`src/rtl/store_align_unit_pkg.sv`:
```
// rtl/store_align_unit_pkg.sv - shared types and helpers for the store alignment path
package store_pkg;

  localparam logic [1:0] SZ_BYTE  = 2'd0;
  localparam logic [1:0] SZ_HALF  = 2'd1;
  localparam logic [1:0] SZ_WORD  = 2'd2;
  localparam logic [1:0] SZ_DWORD = 2'd3;

  typedef enum logic [1:0] {
    IDLE  = 2'd0,
    BEAT0 = 2'd1,
    BEAT1 = 2'd2
  } state_t;

  // Lanes off..off+count-1, clipped to the nb lanes that exist on the bus.
  function automatic logic [7:0] lane_mask(input logic [3:0] off, input logic [3:0] count,
                                           input int nb);
    logic [7:0] m;
    m = '0;
    for (int i = 0; i < 8; i++) begin
      if (i < nb && i >= int'(off) && i < int'(off) + int'(count)) begin
        m[i] = 1'b1;
      end
    end
    return m;
  endfunction

endpackage

```
`src/rtl/store_align_unit_if.sv`:
```
// rtl/store_align_unit_if.sv - request and memory-beat signals of the store alignment unit
interface store_align_unit_if #(
  parameter int DATA_W = 32,
  parameter int ADDR_W = 32
);
  localparam int NB = DATA_W / 8;

  logic              req_valid;
  logic              req_ready;
  logic [1:0]        req_size;
  logic [ADDR_W-1:0] req_addr;
  logic [DATA_W-1:0] req_wdata;
  logic              mem_valid;
  logic              mem_ready;
  logic [ADDR_W-1:0] mem_addr;
  logic [NB-1:0]     mem_be;
  logic [DATA_W-1:0] mem_wdata;
  logic              done;
  logic              misalign_exc;
  logic [ADDR_W-1:0] bad_addr;

  modport master (
    output req_valid, req_size, req_addr, req_wdata, mem_ready,
    input  req_ready, mem_valid, mem_addr, mem_be, mem_wdata, done, misalign_exc, bad_addr
  );

  modport slave (
    input  req_valid, req_size, req_addr, req_wdata, mem_ready,
    output req_ready, mem_valid, mem_addr, mem_be, mem_wdata, done, misalign_exc, bad_addr
  );

endinterface

```
`src/rtl/store_align_unit_lane_gen.sv`:
```
// rtl/store_align_unit_lane_gen.sv - combinational lane enables and shift for one beat
module store_lane_gen
  import store_pkg::*;
#(
  parameter int DATA_W = 32,
  localparam int NB    = DATA_W / 8,
  localparam int OW    = $clog2(NB),
  localparam int SHW   = OW + 3
) (
  input  logic [OW-1:0]  i_off,
  input  logic [1:0]     i_size,
  input  logic           i_beat,
  output logic [NB-1:0]  o_be,
  output logic [SHW-1:0] o_shift,
  output logic           o_crosses,
  output logic           o_illegal
);

  logic [4:0] w_bytes;
  logic [4:0] w_last;

  always_comb begin
    w_bytes = 5'd1;
    case (i_size)
      SZ_BYTE:  w_bytes = 5'd1;
      SZ_HALF:  w_bytes = 5'd2;
      SZ_WORD:  w_bytes = 5'd4;
      SZ_DWORD: w_bytes = 5'd8;
      default:  w_bytes = 5'd1;
    endcase
    w_last    = 5'(i_off) + w_bytes - 5'd1;
    o_illegal = (w_bytes > 5'(NB));
    o_crosses = !o_illegal && (w_last >= 5'(NB));
    // Beat 0 shifts left into the upper lanes; beat 1 brings the overflow bytes down to lane 0.
    if (!i_beat) begin
      o_be    = NB'(lane_mask(4'(i_off), w_bytes[3:0], NB));
      o_shift = {i_off, 3'b000};
    end else begin
      o_be    = NB'(lane_mask(4'd0, 4'(w_last - 5'(NB) + 5'd1), NB));
      o_shift = SHW'(8 * (NB - int'(i_off)));
    end
  end

endmodule

```
`src/rtl/store_align_unit.sv`:
```
// rtl/store_align_unit.sv - store path from MEM stage to data memory, splitting or rejecting
// stores that cross a bus-word boundary
module store_align_unit
  import store_pkg::*;
#(
  parameter int DATA_W           = 32,
  parameter int ADDR_W           = 32,
  parameter int SPLIT_MISALIGNED = 1
) (
  input  logic              clk,
  input  logic              rst_n,
  store_align_unit_if.slave bus
);

  localparam int NB  = DATA_W / 8;
  localparam int OW  = $clog2(NB);
  localparam int SHW = OW + 3;

  state_t            r_state;
  logic [1:0]        r_size;
  logic [OW-1:0]     r_off;
  logic [DATA_W-1:0] r_wdata;
  logic              r_mem_valid;
  logic [ADDR_W-1:0] r_mem_addr;
  logic [NB-1:0]     r_mem_be;
  logic [DATA_W-1:0] r_mem_wdata;
  logic              r_done;
  logic              r_exc;
  logic [ADDR_W-1:0] r_bad_addr;

  logic              w_idle;
  logic              w_beat;
  logic [OW-1:0]     w_off;
  logic [1:0]        w_size;
  logic [NB-1:0]     w_be;
  logic [SHW-1:0]    w_shift;
  logic              w_crosses;
  logic              w_illegal;
  logic              w_reject;
  logic [DATA_W-1:0] w_src;
  logic [DATA_W-1:0] w_shifted;
  logic [DATA_W-1:0] w_lane_mask;
  logic [DATA_W-1:0] w_lane_data;
  logic [ADDR_W-1:0] w_aligned;

  // While idle the lane generator looks at the incoming request (beat 0); afterwards it
  // looks at the latched request and produces beat 1.
  assign w_idle = (r_state == IDLE);
  assign w_beat = !w_idle;
  assign w_off  = w_idle ? bus.req_addr[OW-1:0] : r_off;
  assign w_size = w_idle ? bus.req_size : r_size;
  assign w_src  = w_idle ? bus.req_wdata : r_wdata;

  store_lane_gen #(
    .DATA_W(DATA_W)
  ) u_lane_gen (
    .i_off    (w_off),
    .i_size   (w_size),
    .i_beat   (w_beat),
    .o_be     (w_be),
    .o_shift  (w_shift),
    .o_crosses(w_crosses),
    .o_illegal(w_illegal)
  );

  always_comb begin
    w_lane_mask = '0;
    w_shifted   = w_beat ? (w_src >> w_shift) : (w_src << w_shift);
    for (int i = 0; i < NB; i++) begin
      w_lane_mask[8*i +: 8] = {8{w_be[i]}};
    end
    w_lane_data = w_shifted & w_lane_mask;
  end

  assign w_aligned = {bus.req_addr[ADDR_W-1:OW], {OW{1'b0}}};
  assign w_reject  = w_illegal || (w_crosses && (SPLIT_MISALIGNED == 0));

  always_ff @(posedge clk) begin
    if (!rst_n) begin
      r_state     <= IDLE;
      r_size      <= '0;
      r_off       <= '0;
      r_wdata     <= '0;
      r_mem_valid <= 1'b0;
      r_mem_addr  <= '0;
      r_mem_be    <= '0;
      r_mem_wdata <= '0;
      r_done      <= 1'b0;
      r_exc       <= 1'b0;
      r_bad_addr  <= '0;
    end else begin
      r_done <= 1'b0;
      r_exc  <= 1'b0;
      case (r_state)
        IDLE: begin
          if (bus.req_valid) begin
            r_size  <= bus.req_size;
            r_off   <= bus.req_addr[OW-1:0];
            r_wdata <= bus.req_wdata;
            if (w_reject) begin
              r_exc      <= 1'b1;
              r_bad_addr <= bus.req_addr;
            end else begin
              r_mem_valid <= 1'b1;
              r_mem_addr  <= w_aligned;
              r_mem_be    <= w_be;
              r_mem_wdata <= w_lane_data;
              r_state     <= BEAT0;
            end
          end
        end
        BEAT0: begin
          if (bus.mem_ready) begin
            if (w_crosses) begin
              r_mem_addr  <= r_mem_addr + ADDR_W'(NB);
              r_mem_be    <= w_be;
              r_mem_wdata <= w_lane_data;
              r_state     <= BEAT1;
            end else begin
              r_mem_valid <= 1'b0;
              r_mem_be    <= '0;
              r_mem_wdata <= '0;
              r_done      <= 1'b1;
              r_state     <= IDLE;
            end
          end
        end
        BEAT1: begin
          if (bus.mem_ready) begin
            r_mem_valid <= 1'b0;
            r_mem_be    <= '0;
            r_mem_wdata <= '0;
            r_done      <= 1'b1;
            r_state     <= IDLE;
          end
        end
        default: begin
          r_mem_valid <= 1'b0;
          r_state     <= IDLE;
        end
      endcase
    end
  end

  assign bus.req_ready    = w_idle && rst_n;
  assign bus.mem_valid    = r_mem_valid;
  assign bus.mem_addr     = r_mem_addr;
  assign bus.mem_be       = r_mem_be;
  assign bus.mem_wdata    = r_mem_wdata;
  assign bus.done         = r_done;
  assign bus.misalign_exc = r_exc;
  assign bus.bad_addr     = r_bad_addr;

endmodule

```
`src/flat_wrapper.sv`:
```
// flat-port wrapper written by rule: the top's interface ports become plain ports
module store_align_unit_flat import store_pkg::*;
#(
  parameter int DATA_W           = 32,
  parameter int ADDR_W           = 32,
  parameter int SPLIT_MISALIGNED = 1
)
  (clk, rst_n, bus_req_valid, bus_req_size, bus_req_addr, bus_req_wdata, bus_mem_ready, bus_req_ready, bus_mem_valid, bus_mem_addr, bus_mem_be, bus_mem_wdata, bus_done, bus_misalign_exc, bus_bad_addr);
  store_align_unit_if #(.DATA_W(DATA_W), .ADDR_W(ADDR_W)) bus_i ();
  input  logic clk;
  input  logic rst_n;
  input wire logic [$bits(bus_i.req_valid)-1:0] bus_req_valid;
  input wire logic [$bits(bus_i.req_size)-1:0] bus_req_size;
  input wire logic [$bits(bus_i.req_addr)-1:0] bus_req_addr;
  input wire logic [$bits(bus_i.req_wdata)-1:0] bus_req_wdata;
  input wire logic [$bits(bus_i.mem_ready)-1:0] bus_mem_ready;
  output wire logic [$bits(bus_i.req_ready)-1:0] bus_req_ready;
  output wire logic [$bits(bus_i.mem_valid)-1:0] bus_mem_valid;
  output wire logic [$bits(bus_i.mem_addr)-1:0] bus_mem_addr;
  output wire logic [$bits(bus_i.mem_be)-1:0] bus_mem_be;
  output wire logic [$bits(bus_i.mem_wdata)-1:0] bus_mem_wdata;
  output wire logic [$bits(bus_i.done)-1:0] bus_done;
  output wire logic [$bits(bus_i.misalign_exc)-1:0] bus_misalign_exc;
  output wire logic [$bits(bus_i.bad_addr)-1:0] bus_bad_addr;
  assign bus_i.req_valid = bus_req_valid;
  assign bus_i.req_size = bus_req_size;
  assign bus_i.req_addr = bus_req_addr;
  assign bus_i.req_wdata = bus_req_wdata;
  assign bus_i.mem_ready = bus_mem_ready;
  assign bus_req_ready = bus_i.req_ready;
  assign bus_mem_valid = bus_i.mem_valid;
  assign bus_mem_addr = bus_i.mem_addr;
  assign bus_mem_be = bus_i.mem_be;
  assign bus_mem_wdata = bus_i.mem_wdata;
  assign bus_done = bus_i.done;
  assign bus_misalign_exc = bus_i.misalign_exc;
  assign bus_bad_addr = bus_i.bad_addr;
  store_align_unit #(.DATA_W(DATA_W), .ADDR_W(ADDR_W), .SPLIT_MISALIGNED(SPLIT_MISALIGNED)) u_core (.clk(clk), .rst_n(rst_n), .bus(bus_i));
endmodule
```
`config.mk`:
```
export PLATFORM = sky130hd
export DESIGN_NAME = store_align_unit_flat
export DESIGN_NICKNAME = d
export VERILOG_FILES = /design/src/rtl/store_align_unit_pkg.sv /design/src/rtl/store_align_unit_if.sv /design/src/rtl/store_align_unit_lane_gen.sv /design/src/rtl/store_align_unit.sv /design/src/flat_wrapper.sv
export SDC_FILE = /design/constraint.sdc
export NUM_CORES = 1
export LEC_CHECK = 0
export CAP_MARGIN = 10
export CORE_ASPECT_RATIO = 1.5
export CORE_MARGIN = 2
export CORE_UTILIZATION = 45
export DETAILED_ROUTE_END_ITERATION = 16
export GPL_ROUTABILITY_DRIVEN = 0
export HOLD_SLACK_MARGIN = 0.05
export PLACE_DENSITY = 0.68
export SLEW_MARGIN = 20
export SYNTH_ARGS = -nofsm -noshare
export SYNTH_HDL_FRONTEND = slang
export SYNTH_HIERARCHICAL = 1
export SYNTH_SLANG_ARGS = --single-unit
```
`constraint.sdc`:
```
create_clock -name clk -period 7.5 [get_ports clk]
set_input_delay 1.125 -clock clk [delete_from_list [all_inputs] [get_ports clk]]
set_output_delay 1.125 -clock clk [all_outputs]
set_load 0.03 [all_outputs]
```
==> impl_metrics.yaml <==
detailed_routing:
  drc_errors: 0
  drtIter0Drc: 1962
  routed_wl_um: 48500
  firstDrtPassIters: 8
  post_drt_via_cell_ratio: 6.65
  ant_nets: 0
  num_vias: 13183
  post_drt_wl_per_cell_um: 24.5
floorplanning:
  boundaryPins: 174
  start_util_pct: 45.7
  core_um2: 25100
  num_rows: 71
  dieArea_um2: 26700
  die_x_um: 134
  die_y_um: 199
clock_network:
  cts_hold_buf: 0
  root_buffer: "clkbuf_16"
  cts_tree: "done"
  path_clk_slew_ns: 0.07
  htreeDepth: 4
  post_cts_buffers: 0
  insertion_delay_ns: 0.45
  clock_sinks: 139
  clock_path_buffers: 2
  post_cts_resized: 0
  numCtsBuffers: 17
placement:
  dp_cells: 1949
  io_buffers: 171
  hpwl_um: 34100
timing:
  fmax_ghz: 0.188
  setup_tns_ns: 0
  setup_violations: 0
  worst_pin_slew_ns: 2.19
  rsz0062_at_grt: "false"
  finalCriticalPeriod_ns: 5.31
  relSlewSlack_pct: -46.4
  holdWs_ns: 0.449
  hold_viol_final: 0
  slew_viol_final: 28
  period_share_pct: 70.8
  clock_skew_ns: 0.0161
worst_hold_path:
  hold_class: "register to register"
synthesis:
  syn_area_um2: 11400
  synth_ff_type: "dfxtp_1"
  ys_seq_elements: 139
  yosys_warnings: 6
  synth.distinct_cells: 82
  syn_inst: 1557
  synth_area_per_cell_um2: 7.35
  async_flop_share_pct: 0
  synth_edf_count: 0
  ys_seq_area_share_pct: 24.3
final_layout:
  final_common_cell: "nand2_1"
  drive_above_1_share_pct: 8.17
  fin_util_pct: 54.7
  register_area_um2: 2780
  fin_cells: 1981
  area_delta_synth_final_pct: 19.7
  final_cell_mix: "nand2_1 (314), clkdlybuf4s50_1 (171), a21oi_1 (145), dfxtp_1 (139), nor2_1 (85)"
  antenna_cells: 0
  final_nets: 1730
  multiInputGateArea_um2: 7940
  n_fill_cell: 2479
status:
  status: "complete, but fails checks"
  violations: "slew limit"
global_route:
  grt_max_degree: 158
  first_global_vias: 12703
  grtUsageMet3_pct: 10.6
  grtUsageMet1_pct: 38.3
  overflow: 0
  grt_use_met2_pct: 58.1
  grt.busiest_layer: "met2"
  grt_usage_pct: 36.1
  grt_pass1_wl_um: 74000
  antenna_found_initial: 0
pwr:
  irDropWorstVdd_uv: 236
  powerDensity_nw_per_um2: 409
  leakage_nw: 4.85
  power_mw: 5.60
setup_path:
  setup.worst_path.end_class: "register"
  worst_ep_arrival_time_ns: 5.70
  cp_slowest_cell: "a221oi_2"
  worst_path_dominant_cell_family: "compound AO/OA/AOI/OAI gates"
  path_class: "register to register"
  r2r_setup_slack_ns: 2.19
  startpoint_type: "register"
  cp_common_cell: "inv_1"
  cp_num_buf_inv: 5
  crit_chain: "inv_1, ha_2, buf_4, mux2_2, inv_1, nand2_1, ha_1, inv_1, ha_1, inv_1, fa_1, xnor2_1, a31oi_1, nand2_1, a221oi_2, nand4_1, a221oi_1, o31a_1, a32o_1"
  slowest_delay_ns: 0.62
  required_ns: 7.89
  cp_max_fo: 48
flow_run:
  drv_cap: 0
==> path summary, 6_finish.rpt <==
kind                             from                        to  cells past startpoint
max                 u_core/r_state[0]  u_core/bus.mem_wdata[21]                     19
min          u_core/bus.mem_wdata[14]  u_core/bus.mem_wdata[14]                      2
max reg2reg         u_core/r_state[0]  u_core/bus.mem_wdata[21]                     19
min reg2reg  u_core/bus.mem_wdata[14]  u_core/bus.mem_wdata[14]                      2
==> where the power goes <==
group | internal, mW | total [mW] | switching, mW
logic | 1.23 | 3.63 | 2.41
clock network | 0.468 | 0.856 | 0.389
registers | 0.920 | 1.11 | 0.192
==> cells by family after synthesis <==
family,count (synthesis),share of synthesized area [%]
compound gates,486,29.3
xor+xnor,1,0.0766
fa+ha+maj,20,2.32
buf+inv,162,6.48
flops,139,24.3
mux,106,11.9
other cells,2,0.0657
simple gates,641,25.6
==> layer usage <==
layer / vias up / routed length [µm]
met4: 0 / 4980
li1: 5935 / -
met5: - / 0
met2: 905 / 21900
met3: 263 / 5360
met1: 6080 / 16200
==> worst min-delay path: cells and delay by family, from the launching register on <==
kind	cells	cell delay (ns)
AO/OA/AOI/OAI	1	0.05
flip-flops	1	0.31
AND/OR/NAND/NOR	1	0.05
==> sequential cells by signal, indices dropped and copies added, names as in the netlist <==
signal                   cells
u_core/bus.mem_valid         1
u_core/r_state               2
u_core/bus.bad_addr         32
u_core/bus.mem_addr         30
u_core/bus.misalign_exc      1
u_core/bus.done              1
u_core/r_off                 2
u_core/bus.mem_be            4
u_core/r_size                2
u_core/r_wdata              32
u_core/bus.mem_wdata        32
==> Yosys cell counts, drive strengths merged, types with 5 or more instances <==
| cell type | count | area share, % |
|---|---|---|
| mux2 | 23 | 2.3 |
| or3 | 6 | 0.33 |
| nand4 | 16 | 0.88 |
| a31oi | 23 | 1.3 |
| mux4 | 21 | 4.2 |
| and2 | 20 | 1.1 |
| a21o | 5 | 0.33 |
| o22ai | 23 | 1.3 |
| dfxtp | 139 | 24 |
| or2 | 7 | 0.38 |
| o211ai | 21 | 1.4 |
| nor2 | 86 | 2.8 |
| a211o | 9 | 0.69 |
| o221a | 10 | 0.98 |
| o31ai | 10 | 0.70 |
| a21boi | 6 | 0.39 |
| nand3 | 70 | 3.1 |
| nor2b | 25 | 1.4 |
| inv | 30 | 0.98 |
| a221oi | 18 | 1.5 |
| nor3 | 19 | 0.83 |
| a32oi | 28 | 2.1 |
| a22o | 7 | 0.55 |
| a22oi | 16 | 1.1 |
| a21oi | 147 | 6.5 |
| nand2b | 48 | 2.6 |
| a32o | 16 | 1.4 |
| buf | 54 | 2.9 |
| a211oi | 16 | 1.1 |
| and3 | 20 | 1.1 |
| nand2 | 315 | 10 |
| ha | 18 | 2.0 |
| o221ai | 20 | 1.5 |
| clkbuf | 76 | 2.5 |
| o21ai | 66 | 3.0 |
| mux2i | 62 | 5.4 |
==> cell type report <==
cell class / count / area share, %
multi-input combinational: 1259 / 58.0
sequential: 139 / 20.3
timing repair buffer: 191 / 13.6
clock buffer: 17 / 3.11
tap: 328 / 3.00
clock inverter: 15 / 1.11
inverter: 32 / 0.877
==> per-stage QoR <==
| step | worst slack [ns] | instance area (µm²) |
|---|---|---|
| 2_1_floorplan | 2.30 | 11400 |
| 3_3_place_gp | 2.10 | 13100 |
| 3_5_place_dp | 1.97 | 13100 |
| 4_1_cts | 2.32 | 13700 |
| 5_1_grt | 1.92 | 13700 |
| 6_report | 2.19 | 13700 |
(Power assumes the default switching activity.)
